File: config.mk
export PLATFORM = sky130hd
export DESIGN_NAME = img_cmd_sequencer
export DESIGN_NICKNAME = d
export VERILOG_FILES = /design/src/rtl/img_cmd_sequencer.sv
export SDC_FILE = /design/constraint.sdc
export NUM_CORES = 1
export LEC_CHECK = 0
export CORE_ASPECT_RATIO = 1.2
export CORE_MARGIN = 1
export CORE_UTILIZATION = 40
export DETAILED_ROUTE_END_ITERATION = 12
export PLACE_DENSITY = 0.66
export SLEW_MARGIN = 15
export SYNTH_ARGS = -nofsm -noshare
export SYNTH_HDL_FRONTEND = slang
export SYNTH_SLANG_ARGS = --single-unit
File: constraint.sdc
create_clock -name clk -period 2.3 [get_ports clk]
set_input_delay 0.46 -clock clk [delete_from_list [all_inputs] [get_ports clk]]
set_output_delay 0.46 -clock clk [all_outputs]
set_load 0.01 [all_outputs]
File: src/rtl/img_cmd_sequencer.sv
// Sequences ImgController capture/readout commands on the img clock domain and reports
// completion (or per-phase timeout) with the number of readout words seen.
module img_cmd_sequencer #(
    parameter int ClkFreq          = 108_000_000,
    parameter int WordCount        = 0,
    parameter int ThumbWordCount   = 0,
    parameter int PaddingWordCount = 0,
    parameter int TimeoutUs        = 10_000
) (
    input  logic        clk,
    input  logic        rst_,
    input  logic        req_valid,
    output logic        req_ready,
    input  logic        req_capture,
    input  logic        req_readout,
    input  logic        req_ramBlock,
    input  logic        req_skipCount,
    input  logic        req_thumb,
    output logic        cmd_capture,
    output logic        cmd_readout,
    output logic        cmd_ramBlock,
    output logic        cmd_skipCount,
    output logic        cmd_thumb,
    input  logic        status_captureDone,
    input  logic        readout_ready,
    input  logic        readout_trigger,
    output logic        busy,
    output logic        done,
    output logic        done_err,
    output logic [23:0] done_wordCount
);

    localparam int TimeoutCycles = ClkFreq / 1_000_000 * TimeoutUs;
    localparam int TimerW = $clog2(TimeoutCycles + 2);
    localparam logic [TimerW-1:0] TimerMax = TimerW'(TimeoutCycles);
    localparam logic [23:0] FullWords  = 24'(WordCount + PaddingWordCount);
    localparam logic [23:0] ThumbWords = 24'(ThumbWordCount + PaddingWordCount);
    localparam logic [23:0] CntMax = '1;

    typedef enum logic [2:0] {
        S_IDLE,
        S_CAP_ISSUE,
        S_CAP_WAIT,
        S_RD_ISSUE,
        S_RD_COUNT,
        S_DONE
    } state_t;

    state_t            state;
    logic              cap_ref;
    logic              rd_pend;
    logic [TimerW-1:0] timer;
    logic [23:0]       word_cnt;
    logic [23:0]       word_cnt_inc;
    logic [23:0]       expected;
    logic              word_hs;

    assign word_hs      = readout_ready && readout_trigger;
    assign word_cnt_inc = (word_cnt == CntMax) ? word_cnt : word_cnt + 24'd1;
    assign expected     = cmd_thumb ? ThumbWords : FullWords;

    // Command toggles flip on the edge that enters an *_ISSUE state, so the
    // ImgController sees the command one cycle after the accepting/finishing cycle.
    always_ff @(posedge clk) begin
        if (!rst_) begin
            state          <= S_IDLE;
            req_ready      <= 1'b1;
            cmd_capture    <= 1'b0;
            cmd_readout    <= 1'b0;
            cmd_ramBlock   <= 1'b0;
            cmd_skipCount  <= 1'b0;
            cmd_thumb      <= 1'b0;
            busy           <= 1'b0;
            done           <= 1'b0;
            done_err       <= 1'b0;
            done_wordCount <= '0;
            cap_ref        <= 1'b0;
            rd_pend        <= 1'b0;
            timer          <= '0;
            word_cnt       <= '0;
        end else begin
            done <= 1'b0;
            case (state)
                S_IDLE: begin
                    if (req_valid) begin
                        cmd_ramBlock  <= req_ramBlock;
                        cmd_skipCount <= req_skipCount;
                        cmd_thumb     <= req_thumb;
                        rd_pend       <= req_readout;
                        req_ready     <= 1'b0;
                        busy          <= 1'b1;
                        if (req_capture) begin
                            cmd_capture <= ~cmd_capture;
                            state       <= S_CAP_ISSUE;
                        end else if (req_readout) begin
                            cmd_readout <= ~cmd_readout;
                            state       <= S_RD_ISSUE;
                        end else begin
                            done           <= 1'b1;
                            done_err       <= 1'b0;
                            done_wordCount <= '0;
                            state          <= S_DONE;
                        end
                    end
                end
                S_CAP_ISSUE: begin
                    cap_ref <= status_captureDone;
                    timer   <= '0;
                    state   <= S_CAP_WAIT;
                end
                S_CAP_WAIT: begin
                    if (status_captureDone != cap_ref) begin
                        if (rd_pend) begin
                            cmd_readout <= ~cmd_readout;
                            state       <= S_RD_ISSUE;
                        end else begin
                            done           <= 1'b1;
                            done_err       <= 1'b0;
                            done_wordCount <= '0;
                            state          <= S_DONE;
                        end
                    end else if (timer == TimerMax) begin
                        done           <= 1'b1;
                        done_err       <= 1'b1;
                        done_wordCount <= '0;
                        state          <= S_DONE;
                    end else begin
                        timer <= timer + TimerW'(1);
                    end
                end
                S_RD_ISSUE: begin
                    word_cnt <= '0;
                    timer    <= '0;
                    state    <= S_RD_COUNT;
                end
                S_RD_COUNT: begin
                    // Expected==0 finishes immediately; otherwise the word that reaches it counts.
                    if (word_cnt >= expected) begin
                        done           <= 1'b1;
                        done_err       <= 1'b0;
                        done_wordCount <= word_cnt;
                        state          <= S_DONE;
                    end else if (word_hs) begin
                        word_cnt <= word_cnt_inc;
                        timer    <= '0;
                        if (word_cnt_inc >= expected) begin
                            done           <= 1'b1;
                            done_err       <= 1'b0;
                            done_wordCount <= word_cnt_inc;
                            state          <= S_DONE;
                        end
                    end else if (timer == TimerMax) begin
                        done           <= 1'b1;
                        done_err       <= (word_cnt != expected);
                        done_wordCount <= word_cnt;
                        state          <= S_DONE;
                    end else begin
                        timer <= timer + TimerW'(1);
                    end
                end
                S_DONE: begin
                    busy      <= 1'b0;
                    req_ready <= 1'b1;
                    state     <= S_IDLE;
                end
                default: begin
                    busy      <= 1'b0;
                    req_ready <= 1'b1;
                    state     <= S_IDLE;
                end
            endcase
        end
    end

endmodule

==> flow_summary.toml, run 1 <==
[finish]
multiInputGateArea_um2 = 1080
layout.nets = 269
synthToLayoutAreaGrowth_pct = 13.2
fillers = 462
ff_latch_area_um2 = 701
drive_above_1_share_pct = 8.56
diodes = 0

[floorplanning]
die_x_um = 65.4
chipHeight_um = 78.0
num_rows = 27
die-area_um2 = 5100
ios = 44
initial_utilization_pct = 41.9
coreArea_um2 = 4590

[routing]
drtIter0Drc = 140
dr.pass1.iters = 4
routed_wirelength_um = 3610
vias_per_cell = 4.88
ant_nets = 0
num_vias = 1538
routedWlPerCell_um = 11.5
drc = 0

[timing]
worst_pin_slew_ns = 0.654
period_share_pct = 86.2
fin_setup_tns_ns = 0
setup_violations = 0
maxSlewViolCount = 0
clock_skew_ns = 0.00901
hold_ws_ns = 0.497
final-hold-violation-count = 0
finalCriticalPeriod_ns = 1.98
rsz0062_at_grt = "no"
slew_headroom_pct = 56.3
fmax_ghz = 0.504

[grt]
grt_max_degree = 20
grt_use_total_pct = 15.6
antenna_found_initial = 0
grt_pass1_vias = 1382
grt_pass1_wl_um = 6180
grt-ovfl-total = 0

[cts]
cts_hold_buf = 0
cts_htree_levels = 2
cts_post_setup_buffers_inserted = 0
cts.sinks = 35
cts_tree = "built"
cts.clk_slew.worst_paths_ns = 0.07
clkLatencyLatePin_ns = 0.28
clock-root-buffer = "clkbuf_8"
cts_resized = 0
ctsLongestPathBuffers = 2
cts_buffers = 5

[pwr]
p_per_area_nw_per_um2 = 631
ir_worst_vdd_uv = 331
p_leak_nw = 0.773

[synthesis]
yosys_register_bits = 35
synth_area_leaders = "dfxtp_1 (36%), buf_4 (9.4%), nor2_1 (5.6%)"
yosysSeqAreaShare_pct = 36.4
synthTopCellsByCount = "dfxtp_1 (35), nor2_1 (29), buf_4 (24), nand2_1 (18)"
synthCells = 231
ys_warn_count = 0
syn_avg_cell_area_um2 = 8.34
synth-main-ff-cell = "dfxtp_1"
synth_area_um2 = 1930
yosysMostFrequentCell = "dfxtp_1"
yosysTopAreaCell = "dfxtp_1"
synth_edf_count = 0
yosys.area.top_type_share_pct = 36.4
synthArstFlopShare_pct = 0
synthDistinctLibCells = 45

[worst_setup_path]
worstPathArrival_ns = 2.18
worstPathCellList = "clkdlybuf4s50_1 -> xor2_2 -> o22a_4 -> or2_4 -> or4_1 -> a21oi_1"
crit_family = "simple AND/OR/NAND/NOR gates"
end_kind = "flip-flop"
crit_path_max_incr_delay_ns = 0.46
crit_type = "in -> reg"
required_ns = 2.50
path_buf_inv = 1
slowest_stage = "clkdlybuf4s50_1"
cp_max_fo = 3
startpoint_type = "input pin"

[hold_path]
holdCritPathClass = "reg -> reg"

[placed_design]
portBuffers = 17
post-dp-hpwl_um = 2620
gp_congestion = 0.803

[status]
status = "finished clean"

[job]
cap_violations = 0
==> layout by cell type (no fill, tap or decap), types with 9 or more instances in the layout <==
master	instances
conb_1	24
xnor2_1	12
dfxtp_1	35
nor2_1	29
clkdlybuf4s50_1	17
nand2_1	18
nand3_1	9
nor3_1	12
a21oi_1	9
==> routing by layer <==
| metal | global-route usage (%) | part of all wire, % | vias up |
|---|---|---|---|
| met3 | 4.80 | 4.3 | 5 |
| met5 | 0 | 0 | - |
| met2 | 25.3 | 48 | 34 |
| met1 | 19.1 | 46 | 710 |
| met4 | 5.65 | 1.1 | 0 |
| li1 | - | - | 789 |
==> metrics by stage <==
step / utilization [%] / worst slack [ns] / instances / power [mW] / instance area (um2)
after CTS: 47.5 / 0.317 / 315 / 1.39 / 2180
after detailed placement: 45.7 / 0.0346 / 307 / 0.962 / 2100
after global routing: 47.5 / 0.231 / 315 / 1.45 / 2180
after floorplan: - / 0.501 / 254 / 0.893 / 2010
after global placement: 45.7 / 0.0568 / 307 / 0.961 / 2100
final: 47.5 / 0.317 / 315 / 1.38 / 2180
==> logic make-up (layout without fill, tap and decap cells) <==
group / after synthesis / in the layout / synth area share (%)
flops: 35 / 35 / 36.4
compound gates: 28 / 28 / 9.55
other cells: 1 / 24 / 0.195
mux: 5 / 5 / 2.60
xor+xnor: 20 / 20 / 9.48
fa+ha+maj: 2 / 2 / 1.30
buf+inv: 36 / 39 / 12.1
simple gates: 104 / 104 / 28.4
==> tightest hold or removal path: stages (launching register included) <==
cell and delay [ns]:
dfxtp_1 0.31, o21ai_0 0.07, a21oi_1 0.07
==> path summary, 6_finish.rpt <==
| kind | start | endpoint | depth (start not counted) | slack [ns] |
|---|---|---|---|---|
| max | status_captureDone | timer[8] | 6 | 0.32 |
| min | done_err | done_err | 2 | 0.50 |
| max reg2reg | state[0] | timer[8] | 5 | 0.40 |
| min reg2reg | done_err | done_err | 2 | 0.50 |
==> power breakdown <==
part	switching (mW)	internal [mW]
Combinational	0.144	0.128
Sequential	0.0385	0.639
Clock	0.214	0.212
==> final cells by class <==
| type | count | area share [%] |
|---|---|---|
| inverter | 7 | 1.20 |
| clock buffer | 7 | 3.50 |
| timing repair buffer | 24 | 10.2 |
| sequential | 35 | 32.1 |
| tap | 58 | 3.33 |
| clock inverter | 1 | 0.229 |
| multi-input combinational | 183 | 49.4 |
==> registers in the layout, indices dropped and copies added (netlist names) <==
| register | cells |
|---|---|
| timer | 21 |
| done | 1 |
| cmd_thumb | 1 |
| cmd_readout | 1 |
| cmd_skipCount | 1 |
| cmd_capture | 1 |
| rd_pend | 1 |
| state | 3 |
| cmd_ramBlock | 1 |
| done_err | 1 |
| busy | 1 |
| cap_ref | 1 |
| req_ready | 1 |
Note: power is estimated with default switching activity, not from simulation.
==> run 2: changes to the inputs <==
CTS_CLUSTER_DIAMETER = 200   (was unset)
clock period = 2.09 ns   (was 2.3 ns; I/O delays follow)
==> run 2 against run 1 <==
Against the previous run: sequential share of layout area is 0.91 points lower; first-iteration DRC count is 71% lower; combinational power is 19% higher; cell count rose by 1.9%; critical path depth unchanged; via count grew 1.8%; worst setup slack worse by 0.11 ns; register-to-register slack lost 0.17 ns; largest power group unchanged; hold slack worse by 0.0020 ns; core utilization rose by 1.4 points; critical path type unchanged.
==> flow_summary.toml, run 2 (synthesis gave the netlist of run 1 again) <==
[finish]
top_register = "timer"
fillers = 465
diodes = 0
finalNonFillerCells = 321
drive_above_1_share_pct = 11.0
layout_common_cells = "dfxtp_1 (35), nor2_1 (29), conb_1 (24), nand2_1 (18), clkdlybuf4s50_1 (17)"
largest_reg_flops = 21
utilization_pct = 48.9
reg_top3 = "timer (21), state (3)"
layout.nets = 275
layout_commonest_cell = "dfxtp_1"
synthToLayoutAreaGrowth_pct = 16.6

[cts]
ctsLongestPathBuffers = 2
cts.clk_slew.worst_paths_ns = 0.07
cts_post_setup_buffers_inserted = 0
cts_resized = 0
clock-root-buffer = "clkbuf_8"
cts_tree = "built"
cts_buffers = 5
cts.sinks = 35
cts_hold_buf = 0
clkLatencyLatePin_ns = 0.29
cts_htree_levels = 2

[hold_path]
worstHoldStart = "done_err"
holdCritPathClass = "reg -> reg"

[pwr]
ir_worst_vdd_uv = 403
p_comb_share_pct = 20.2
internal-power_mw = 1.16
p_leak_nw = 0.811
power.total_mw = 1.60
p_per_area_nw_per_um2 = 713
clkPwrFrac_pct = 33.9
p_switching_uw = 443
switching_share_pct = 27.7
seqPwrFrac_pct = 45.9

[routing]
ant_nets = 0
num_vias = 1566
drtIter0Drc = 41
dr.pass1.iters = 4
drc = 0
routedWlPerCell_um = 11.5
routed_wirelength_um = 3680
vias_per_cell = 4.88

[grt]
grt_max_degree = 20
grt_pass1_wl_um = 6480
antenna_found_initial = 0
grt_pass1_vias = 1481
grt-ovfl-total = 0
grt_use_total_pct = 16.4

[worst_setup_path]
worstSetupEndpoint = "timer[8]"
setup.worst_path.start = "status_captureDone"
startpoint_type = "input pin"
reg2reg_from = "timer[0]"
reg2reg_slack_ns = 0.23
crit_type = "in -> reg"
r2r_end = "timer[8]"
r2r_cells = 6
cp_max_fo = 2
worstPathArrival_ns = 2.11
end_kind = "flip-flop"
required_ns = 2.31

[timing]
setup_violations = 0
rsz0062_at_grt = "no"
hold_ws_ns = 0.495
clock_skew_ns = 0.00511
final-hold-violation-count = 0
finalCriticalPeriod_ns = 1.88
fin_setup_tns_ns = 0
fmax_ghz = 0.531
maxSlewViolCount = 0
period_share_pct = 90.1

[placed_design]
gp_congestion = 0.805
place_inst = 313
portBuffers = 17
post-dp-hpwl_um = 2720

[status]
status = "finished clean"

[floorplanning]
chipHeight_um = 78.0
ios = 44
initial_utilization_pct = 41.9
die-area_um2 = 5100
coreArea_um2 = 4590
die_x_um = 65.4
num_rows = 27

[job]
cap_violations = 0
==> run 2: cell types whose count changed in the layout (fill, tap and decap cells not counted), sizes merged <==
cell / delta
buf: +6
clkbuf: +1
clkinv: -1
==> run 2: worst min path at each step <==
stage / endpoint / cells past startpoint
4_1_cts: done_err / 2
5_1_grt: timer[0] / 1
6_report: done_err / 2
2_1_floorplan: timer[1] / 2
3_3_place_gp: done_err / 2
3_5_place_dp: done_err / 2
==> run 2: area by class of cell <==
type,instances,area [um2],share of cell area (%)
Multi-Input combinational cell,183,1080,48.0
Sequential cell,35,701,31.2
Tap cell,58,72.6,3.23
Inverter,7,26.3,1.17
Timing Repair Buffer,30,268,11.9
Clock buffer,8,100,4.46
==> run 2: through the flow <==
stage	setup slack [ns]	cell area, um2
2_1_floorplan	0.308	2010
3_3_place_gp	-0.0745	2150
3_5_place_dp	-0.104	2150
4_1_cts	0.195	2250
5_1_grt	0.148	2250
6_report	0.206	2250
==> run 2: worst max-delay path, stage by stage <==
cell and delay (ns):
clkdlybuf4s50_1 0.45, xor2_2 0.17, o22a_4 0.21, or2_4 0.24
or4_1 0.46, a21oi_1 0.14
==> run 2: per-layer routing <==
layer	wire (um)	track usage, %	up-vias
met4	105	8.26	0
met3	169	5.09	12
li1	-	-	801
met2	1840	27.4	41
met1	1560	18.5	712
met5	0	0	-
==> run 2: power groups by stage <==
stage | clock network (mW) | registers [mW] | logic, mW
CTS | 0.560 | 0.735 | 0.328
detailed placement | 0 | 0.749 | 0.325
floorplan | 0 | 0.749 | 0.234
finish | 0.543 | 0.735 | 0.323
global placement | 0 | 0.749 | 0.323
global route | 0.590 | 0.739 | 0.361
==> run 3: changes to the inputs <==
CORE_ASPECT_RATIO = 1.1   (was 1.2)
==> run 3 against run 2 <==
Against the previous run: critical path depth did not move; hold slack got worse by 0.014 ns; via count fell by 1.9%; largest cell class unchanged.
==> flow_summary.toml, run 3 (synthesis gave the netlist of run 1 again) <==
[floorplanning]
coreArea_um2 = 4650
die-area_um2 = 5100
die_x_um = 68.2
chipHeight_um = 74.8
ios = 44
initial_utilization_pct = 41.4
num_rows = 26

[placed_design]
gp_congestion = 0.802
post-dp-hpwl_um = 2560
portBuffers = 17

[pwr]
p_leak_nw = 0.801
power.total_mw = 1.60
ir_worst_vdd_uv = 413
p_per_area_nw_per_um2 = 717

[grt]
grt_pass1_vias = 1371
use_met3_pct = 3.64
grt_use_total_pct = 15.9
grt_most_used_layer = "met2"
met2_usage_pct = 25.5
antenna_found_initial = 0
grt_util_met1_pct = 20.1
grt-ovfl-total = 0
grt_pass1_wl_um = 6050
grt_max_degree = 20

[cts]
clock-root-buffer = "clkbuf_8"
cts_tree = "built"
cts.sinks = 35
cts_resized = 0
cts_htree_levels = 2
cts_hold_buf = 0
cts_post_setup_buffers_inserted = 0
cts_buffers = 5
clkLatencyLatePin_ns = 0.29
cts.clk_slew.worst_paths_ns = 0.07
ctsLongestPathBuffers = 2

[worst_setup_path]
startpoint_type = "input pin"
required_ns = 2.31
crit_type = "in -> reg"
worstPathArrival_ns = 2.13
end_kind = "flip-flop"
path_buf_inv = 1
crit_family = "simple AND/OR/NAND/NOR gates"
slowest_stage = "clkdlybuf4s50_1"
cp_max_fo = 2
worstPathCellList = "clkdlybuf4s50_1 -> xor2_2 -> o22a_4 -> or2_4 -> or4_1 -> a21oi_1"
crit_path_max_incr_delay_ns = 0.46

[finish]
utilization_pct = 47.9
layout_commonest_cell = "dfxtp_1"
layout_common_cells = "dfxtp_1 (35), nor2_1 (29), conb_1 (24), nand2_1 (18), clkdlybuf4s50_1 (17)"
largest_reg_flops = 21
reg_top3 = "timer (21), state (3)"
layout.nets = 273
synthToLayoutAreaGrowth_pct = 15.6
multiInputGateArea_um2 = 1080
ff_latch_area_um2 = 701
fillers = 455
diodes = 0
drive_above_1_share_pct = 10.3
top_register = "timer"

[timing]
finalCriticalPeriod_ns = 1.90
setup_violations = 0
clock_skew_ns = 0.00373
fmax_ghz = 0.525
period_share_pct = 91.1
final-hold-violation-count = 0
rsz0062_at_grt = "no"
maxSlewViolCount = 0

[status]
status = "finished clean"

[routing]
vias_per_cell = 4.85
drc = 0
drtIter0Drc = 85
num_vias = 1536
dr.pass1.iters = 4
routed_wirelength_um = 3630
routedWlPerCell_um = 11.5
ant_nets = 0

[job]
cap_violations = 0

[hold_path]
holdCritPathClass = "reg -> reg"
==> run 3: changes by cell type in the layout (fill, tap and decap cells not counted) <==
cell,previous run,this run
buf_4,13,11
==> run 3: metal layers <==
metal,wire [um],vias up
li1,-,800
met1,1750,693
met2,1690,36
met3,130,7
met4,61,0
met5,0,-
==> run 3: power breakdown <==
part	leakage [nW]	switching, mW	internal, mW
Combinational	0.466	0.167	0.150
Clock	0.0515	0.244	0.301
Sequential	0.284	0.0327	0.703
Total	0.801	0.444	1.15
==> run 3: stage by stage <==
| stage | hold slack (ns) | cells | setup TNS (ns) | instance area, um2 | setup WS (ns) |
|---|---|---|---|---|---|
| 3_5_place_dp | 0.474 | 309 | -0.168 | 2130 | -0.116 |
| 4_1_cts | 0.484 | 317 | 0 | 2230 | 0.181 |
| 3_3_place_gp | 0.467 | 309 | -0.132 | 2130 | -0.0938 |
| 2_1_floorplan | 0.470 | 254 | 0 | 2010 | 0.308 |
| 5_1_grt | 0.509 | 317 | 0 | 2230 | 0.125 |
| 6_report | 0.481 | 317 | 0 | 2230 | 0.187 |
==> run 3: cell type report <==
cell class                 instances  area share, %
timing repair buffer              28           11.3
multi-input combinational        183           48.4
inverter                           7           1.18
sequential                        35           31.4
clock buffer                       8           4.49
tap                               56           3.14
==> run 3: worst paths after layout <==
| check | start | endpoint | slack, ns | depth (start not counted) |
|---|---|---|---|---|
| worst max-delay path | status_captureDone | timer[8] | 0.19 | 6 |
| worst min-delay path | done_err | done_err | 0.48 | 2 |
| worst max register to register | timer[0] | timer[8] | 0.24 | 6 |
| worst min register to register | done_err | done_err | 0.48 | 2 |
==> run 3: tightest hold or removal path: cells and delay by family (launching register included) <==
family | cells | cell delay, ns
AOI/OAI and AO/OA | 2 | 0.13
DFF | 1 | 0.32
